$ cat src/rtl/picosoc_iomem_initiator.sv
// Single-outstanding initiator for the PicoSoC iomem bus.
// Accepts one client request at a time, drives it onto iomem, waits for
// iomem_ready (optionally bounded by TIMEOUT_CYCLES), then emits a one-cycle
// completion pulse. All outputs except req_ready/busy come straight from flops.
//
//   state | meaning
//   IDLE  | no transaction; req_ready high, bus fields parked at 0
//   BUS   | iomem_valid high, bus fields held, waiting for ready or timeout
//   RESP  | rsp_valid high for this one cycle; iomem_valid already low
module picosoc_iomem_initiator #(
    parameter int unsigned TIMEOUT_CYCLES = 256
) (
    input  logic        clk,
    input  logic        resetn,
    input  logic        req_valid,
    output logic        req_ready,
    input  logic [31:0] req_addr,
    input  logic [31:0] req_wdata,
    input  logic [3:0]  req_wstrb,
    output logic        rsp_valid,
    output logic [31:0] rsp_rdata,
    output logic        rsp_timeout,
    output logic        busy,
    output logic        iomem_valid,
    output logic [3:0]  iomem_wstrb,
    output logic [31:0] iomem_addr,
    output logic [31:0] iomem_wdata,
    input  logic [31:0] iomem_rdata,
    input  logic        iomem_ready
);

    // Counter must represent TIMEOUT_CYCLES itself, so size for value+1.
    localparam int unsigned CNT_W = (TIMEOUT_CYCLES < 1) ? 1 : $clog2(TIMEOUT_CYCLES + 1);
    localparam logic [CNT_W-1:0] TIMEOUT_VAL = CNT_W'(TIMEOUT_CYCLES);
    localparam bit TIMEOUT_EN = (TIMEOUT_CYCLES != 0);

    typedef enum logic [1:0] {
        ST_IDLE = 2'd0,
        ST_BUS  = 2'd1,
        ST_RESP = 2'd2
    } state_t;

    state_t            state_q, state_d;
    logic [CNT_W-1:0]  cnt_q, cnt_d;
    logic [CNT_W-1:0]  cnt_inc;
    logic              iomem_valid_q, iomem_valid_d;
    logic [31:0]       iomem_addr_q, iomem_addr_d;
    logic [31:0]       iomem_wdata_q, iomem_wdata_d;
    logic [3:0]        iomem_wstrb_q, iomem_wstrb_d;
    logic              rsp_valid_q, rsp_valid_d;
    logic [31:0]       rsp_rdata_q, rsp_rdata_d;
    logic              rsp_timeout_q, rsp_timeout_d;

    // Next-state and next-output computation for the transaction FSM.
    always_comb begin
        state_d       = state_q;
        cnt_d         = cnt_q;
        cnt_inc       = cnt_q + 1'b1;
        iomem_valid_d = iomem_valid_q;
        iomem_addr_d  = iomem_addr_q;
        iomem_wdata_d = iomem_wdata_q;
        iomem_wstrb_d = iomem_wstrb_q;
        rsp_valid_d   = 1'b0;
        rsp_rdata_d   = rsp_rdata_q;
        rsp_timeout_d = rsp_timeout_q;

        case (state_q)
            ST_IDLE: begin
                if (req_valid) begin
                    state_d       = ST_BUS;
                    cnt_d         = '0;
                    iomem_valid_d = 1'b1;
                    iomem_addr_d  = req_addr;
                    iomem_wdata_d = req_wdata;
                    iomem_wstrb_d = req_wstrb;
                end
            end
            ST_BUS: begin
                // cnt_inc is the 1-based index of the current BUS cycle.
                // A ready on the terminal cycle still counts as a completion.
                if (iomem_ready) begin
                    state_d       = ST_RESP;
                    rsp_valid_d   = 1'b1;
                    rsp_rdata_d   = iomem_rdata;
                    rsp_timeout_d = 1'b0;
                end else if (TIMEOUT_EN && (cnt_inc == TIMEOUT_VAL)) begin
                    state_d       = ST_RESP;
                    rsp_valid_d   = 1'b1;
                    rsp_rdata_d   = '0;
                    rsp_timeout_d = 1'b1;
                end else if (TIMEOUT_EN) begin
                    cnt_d = cnt_inc;
                end
                if (state_d == ST_RESP) begin
                    cnt_d         = '0;
                    iomem_valid_d = 1'b0;
                    iomem_addr_d  = '0;
                    iomem_wdata_d = '0;
                    iomem_wstrb_d = '0;
                end
            end
            ST_RESP: begin
                state_d = ST_IDLE;
            end
            default: begin
                state_d       = ST_IDLE;
                cnt_d         = '0;
                iomem_valid_d = 1'b0;
                iomem_addr_d  = '0;
                iomem_wdata_d = '0;
                iomem_wstrb_d = '0;
            end
        endcase
    end

    // State and output registers with synchronous active-low reset.
    always_ff @(posedge clk) begin
        if (!resetn) begin
            state_q       <= ST_IDLE;
            cnt_q         <= '0;
            iomem_valid_q <= 1'b0;
            iomem_addr_q  <= '0;
            iomem_wdata_q <= '0;
            iomem_wstrb_q <= '0;
            rsp_valid_q   <= 1'b0;
            rsp_rdata_q   <= '0;
            rsp_timeout_q <= 1'b0;
        end else begin
            state_q       <= state_d;
            cnt_q         <= cnt_d;
            iomem_valid_q <= iomem_valid_d;
            iomem_addr_q  <= iomem_addr_d;
            iomem_wdata_q <= iomem_wdata_d;
            iomem_wstrb_q <= iomem_wstrb_d;
            rsp_valid_q   <= rsp_valid_d;
            rsp_rdata_q   <= rsp_rdata_d;
            rsp_timeout_q <= rsp_timeout_d;
        end
    end

    // req_ready is a pure decode of the registered state, gated off in reset.
    assign req_ready   = resetn && (state_q == ST_IDLE);
    assign busy        = (state_q != ST_IDLE);
    assign iomem_valid = iomem_valid_q;
    assign iomem_addr  = iomem_addr_q;
    assign iomem_wdata = iomem_wdata_q;
    assign iomem_wstrb = iomem_wstrb_q;
    assign rsp_valid   = rsp_valid_q;
    assign rsp_rdata   = rsp_rdata_q;
    assign rsp_timeout = rsp_timeout_q;

endmodule
$ cat config.mk
export PLATFORM = sky130hd
export DESIGN_NAME = picosoc_iomem_initiator
export DESIGN_NICKNAME = d
export VERILOG_FILES = /design/src/rtl/picosoc_iomem_initiator.sv
export SDC_FILE = /design/constraint.sdc
export NUM_CORES = 1
export LEC_CHECK = 0
export CAP_MARGIN = 20
export CELL_PAD_IN_SITES_DETAIL_PLACEMENT = 1
export CELL_PAD_IN_SITES_GLOBAL_PLACEMENT = 1
export CORE_ASPECT_RATIO = 0.5
export CORE_MARGIN = 2
export CORE_UTILIZATION = 31
export CTS_CLUSTER_DIAMETER = 60
export DETAILED_ROUTE_END_ITERATION = 7
export GPL_TIMING_DRIVEN = 0
export PLACE_DENSITY = 0.94
export SLEW_MARGIN = 20
export SYNTH_ARGS = -nofsm -noshare
export SYNTH_HDL_FRONTEND = slang
export SYNTH_SLANG_ARGS = --single-unit
$ cat constraint.sdc
create_clock -name clk -period 2.89 [get_ports clk]
set_input_delay 0.289 -clock clk [delete_from_list [all_inputs] [get_ports clk]]
set_output_delay 0.289 -clock clk [all_outputs]
set_load 0.03 [all_outputs]
* Word-level counts from Yosys, hierarchy flattened
Index checks and enable logic that the tools add are counted.
Operators by class: reduce and logical (&&, ||, !) cells 8, $add $sub $neg 1, mux-type cells 27, bitwise logic cells 1, eq/ne operators 8
Operator list (number):
- case mux 32 bit (3 select lines) | 2
- 2-to-1 mux 32 bit | 5
- 2-to-1 mux 9 bit | 4
- case mux 9 bit (3 select lines) | 1
- case mux 4 bit (3 select lines) | 1
- adder 9 x 1 -> 9 bit, second input constant | 1
- == test 9 bit, second input constant | 1
- 2-to-1 mux 2 bit | 4
- 2-to-1 mux 4 bit | 2
- 2-to-1 mux 1 bit | 6
- inequality test 3 bit, second input constant | 2
- == test 2 bit, second input constant | 2
- inequality test 2 bit, second input constant | 2
- case mux 2 bit (2 select lines) | 1
- AND reduction 2 bit | 2
- AND reduction 4 bit | 1
- nonzero test 2 bit | 2
- case mux 1 bit (3 select lines) | 1
- AND reduction 3 bit | 1
- == test 2 x 1 -> 1 bit, second input constant | 1
- logical NOT 2 bit | 1
- logical AND 1 bit | 1
- NOT 1 bit | 1
Word-level totals: register bits 114

* Logic depth before layout (Yosys ltp)
depth in word-level cells 8, depth in mapped cells 8

* Least setup slack after synthesis
OpenSTA, ideal clock, no wires.
kind reg-to-reg, from register state_q[0], to register iomem_wdata_q[11] (netlist: iomem_wdata[11]), clock period less this slack 2.225 ns, setup slack 0.665 ns, stages on the path, launching flop included 9, library setup time 0.067 ns, path buffers 4, arrival 2.158 ns, cells stage by stage dfxtp_1 -> clkbuf_1 -> nor3b_1 -> and2_1 -> buf_2 -> buf_2 -> clkbuf_1 -> nand2_1 -> o21ai_2
Between the ends: longest elaborated chain between the ends 6, elaborated cells between the ends (all ways) 12, those cells by class eq/ne (5); mux (4); bitwise (1); reduce/logical (2)
Ends and longest elaborated chain:
- start: declaration | RTL line 43 | state_t state_q, state_d;
- start signal: assignment | RTL line 129 | state_q <= state_d;
- 2-to-1 mux 2 bit | RTL line 86 | end else if (TIMEOUT_EN && (cnt_inc == TIMEOUT_VAL)) begin
- 2-to-1 mux 2 bit | RTL line 81 | if (iomem_ready) begin
- 2-to-1 mux 2 bit | RTL line 67 | case (state_q)
- == test 2 bit | RTL line 94 | if (state_d == ST_RESP) begin
- inequality test 2 bit (no source line)
- AND reduction 3 bit (no source line)
- end signal: assignment | RTL line 133 | iomem_wdata_q <= iomem_wdata_d;
- end: declaration | RTL line 48 | logic [31:0] iomem_wdata_q, iomem_wdata_d;
Several ways; a longest one is shown, not always the timed one. The select of a mux whose other input is x is not followed. A chain may end at the register's enable or synchronous reset.

* Worst setup path in the final report
from register state_q[0], to output port req_ready
Between the ends: longest elaborated chain between the ends 2
Ends and longest elaborated chain:
- logical NOT 2 bit | RTL line 142 | assign req_ready = resetn && (state_q == ST_IDLE);
- logical AND 1 bit | RTL line 142
- end: declaration | RTL line 16 | output logic req_ready,
No other way between the ends.

==> flow_summary.yaml <==
drt:
  wl_per_cell_um: 18.3
  drc_errors: 0
  drtPass1Iterations: 4
  drt-initial-drc-count: 224
  via_per_inst: 4.95
  ant_nets: 0
  routed_wirelength_um: 17500
  vias: 4745
power_and_ir_drop:
  power_frac_comb_pct: 16.8
  p_sw_mw: 1.24
  p_total_mw: 4.55
  p_int_mw: 3.31
  p_leak_nw: 2.62
  seqPwrFrac_pct: 37.4
  p_sw_share_pct: 27.3
  power_density_nw_per_um2: 626
  irDropWorstVdd_v: 0.000391
  p_clk_share_pct: 45.8
synth:
  synthAdderAreaFrac_pct: 0.287
  yosysTopAreaCell: "dfxtp_1"
  yosys.area_share.simple_pct: 22.9
  synth.area.mux_share_pct: 0
  yosysSeqAreaShare_pct: 52.4
  synth_top_family_by_area: "simple AND/OR/NAND/NOR gates"
  syn_area_um2: 4360
  synthArstFlopShare_pct: 0
  yosysWarnings: 0
  synth-compound-area-share_pct: 18.8
  synthXorXnorAreaFrac_pct: 0.402
  syn_inst: 526
  synthFlopType: "dfxtp_1"
  synth_edf_count: 0
  synth-seq-cells: 114
  synth.distinct_cells: 40
  syn_area_per_cell_um2: 8.28
  synth_top_area_share_pct: 52.4
  synth.net_count: 631
  synthTopCellsByArea: "dfxtp_1, nand2_1, o21ai_0"
global_routing:
  grt_usage_pct: 23.1
  grt_max_degree: 17
  gr-total-overflow: 0
  grt_first_pass_wirelength_um: 26800
  grt_pass1_vias: 5260
  antenna_found_initial: 1
clock_tree:
  holdBufCountCts: 0
  cts.htree.levels: 4
  cts.path.max_buffers: 2
  cts-root-buf: "clkbuf_16"
  cts_made_buffers: 17
  clock_sinks: 114
  postCtsSetupBuffers: 0
  clk_pin_slew_ps: 60
  insertion_delay_ps: 410
  postCtsResizedCells: 0
  cts_tree: "done"
placed_design:
  dp_hpwl_um: 12300
  gp_congestion: 0.794
  io_buffer_count: 208
  place_ws_ps: 463
setup_path:
  crit_fanout: 9
  setup.worst_path.start_class: "register"
  cp_cell_sequence: "clkbuf_1, nor3b_1, clkdlybuf4s50_1"
  crit_type: "reg2out"
  slowest_delay_ps: 720
  cp_data_arrival_time_ps: 1850
  slowest_stage: "clkdlybuf4s50_1"
  cp-end-kind: "output pin"
  cp.required_ps: 2600
run:
  max_cap_violations: 0
final_layout:
  multiInputGateArea_um2: 1850
  area_growth_pct: 66.9
  fill_cells: 1616
  drive_gt1_share_pct: 9.14
  layout.nets: 858
  regArea_um2: 2280
  fin_util_pct: 53.4
floorplan:
  die_x_um: 172
  num_io_pins: 209
  core-area_um2: 13600
  dieHeight_um: 87.8
  num_rows: 30
  dieArea_um2: 15100
  start_util_pct: 32.0
timing:
  finalSetupViolCount: 0
  drv_slew: 0
  tightest_slew_ps: 823
  setup_slack_ps: 753
  fin_crit_ps: 2140
  finClkSkew_ps: 8.94
  setup_tns_ps: 0
  hold_viol_final: 0
  max_slew_margin_pct: 45.2
  fmax_mhz: 468
  finalCritPeriodShare_pct: 74.0
  rsz0062_at_grt: "no"
outcome:
  status: "finished, final reports clean"
worst_hold_path:
  worstHoldPathType: "in2reg"
==> power by group through the flow <==
stage / clock network, mW / logic [mW] / registers (mW)
global placement: 0 / 0.737 / 1.73
CTS: 2.11 / 0.768 / 1.70
detailed placement: 0 / 0.756 / 1.73
floorplan: 0 / 0.215 / 1.88
global route: 2.18 / 0.810 / 1.71
finish: 2.09 / 0.763 / 1.70
==> registers in the layout, summed over array words and instances, names as in the netlist <==
register     count
cnt_q            9
iomem_addr      32
iomem_valid      1
iomem_wdata     32
iomem_wstrb      4
rsp_rdata       32
rsp_timeout      1
rsp_valid        1
state_q          2
==> final cells by class <==
class,instances,share of cell area (%)
Sequential cell,114,31.4
Timing Repair Buffer,208,28.6
Multi-Input combinational cell,370,25.4
Clock buffer,19,6.23
Tap cell,192,3.30
Buffer,39,2.98
Clock inverter,13,1.88
Inverter,3,0.155
Antenna cell,1,0.0344
==> metal layers <==
metal	GRT usage [%]	share of wire [%]	routed length (µm)	vias up
met1	24.0	39	6830	2299
met2	43.6	52	9140	156
met3	5.20	4.1	721	61
li1	-	-	-	2229
met4	13.7	4.8	845	0
met5	0	0	0	-
==> path summary, 6_finish.rpt <==
kind	startpoint	to	slack, ps	cells after the start
hold / removal	req_wdata[11]	iomem_wdata[11]	440	3
setup reg to reg	state_q[0]	iomem_wdata[21]	800	8
setup / recovery	state_q[0]	req_ready	750	3
hold reg to reg	iomem_wdata[2]	iomem_wdata[2]	460	2
==> synthesized netlist by cell type (all sizes together), types with 3 or more instances <==
master,instances
nand2,212
dfxtp,114
o21ai,69
o22ai,32
clkbuf,31
buf,8
nand3,7
a31oi,6
nor2,6
a21oi,5
and2,3
inv,3
nand4b,3
nor2b,3
==> cell usage in the layout (no fill, tap or decap), types with 2 or more instances in the layout <==
cell	n
nand4_1	2
buf_12	2
o22ai_1	32
o21ai_2	20
clkinv_4	3
clkbuf_8	2
clkdlybuf4s50_1	208
and2_1	3
clkbuf_16	17
nand3_1	6
nor2_1	6
nor2b_1	3
nor4_1	2
o211a_1	2
clkbuf_2	4
o32ai_1	2
a31oi_1	5
buf_6	4
buf_2	2
inv_1	3
clkinv_2	4
dfxtp_1	114
clkinvlp_4	4
nand2b_1	2
nand2_1	212
bufinv_16	2
nand4b_1	3
clkbuf_1	27
a21oi_1	3
o21ai_0	49
a21oi_4	2
==> cell families (layout without fill, tap and decap cells) <==
| kind of cell | Yosys count | in the layout |
|---|---|---|
| fa+ha+maj | 1 | 1 |
| other cells | 0 | 1 |
| buf+inv | 42 | 282 |
| simple gates | 245 | 245 |
| xor+xnor | 2 | 2 |
| compound gates | 122 | 122 |
| flops | 114 | 114 |
==> through the flow <==
step	hold WS [ps]	std cells	area, µm²
2_1_floorplan	398	526	4360
3_3_place_gp	444	926	6680
3_5_place_dp	452	926	6680
4_1_cts	433	958	7270
5_1_grt	436	959	7270
6_report	440	959	7270
==> critical path, delay by kind of cell (launching register included) <==
family,cells,cell delay [ps]
AND/OR/NAND/NOR,1,260
flip-flops,1,290
buffers and inverters,2,890
Note: power is estimated with default switching activity, not from simulation.
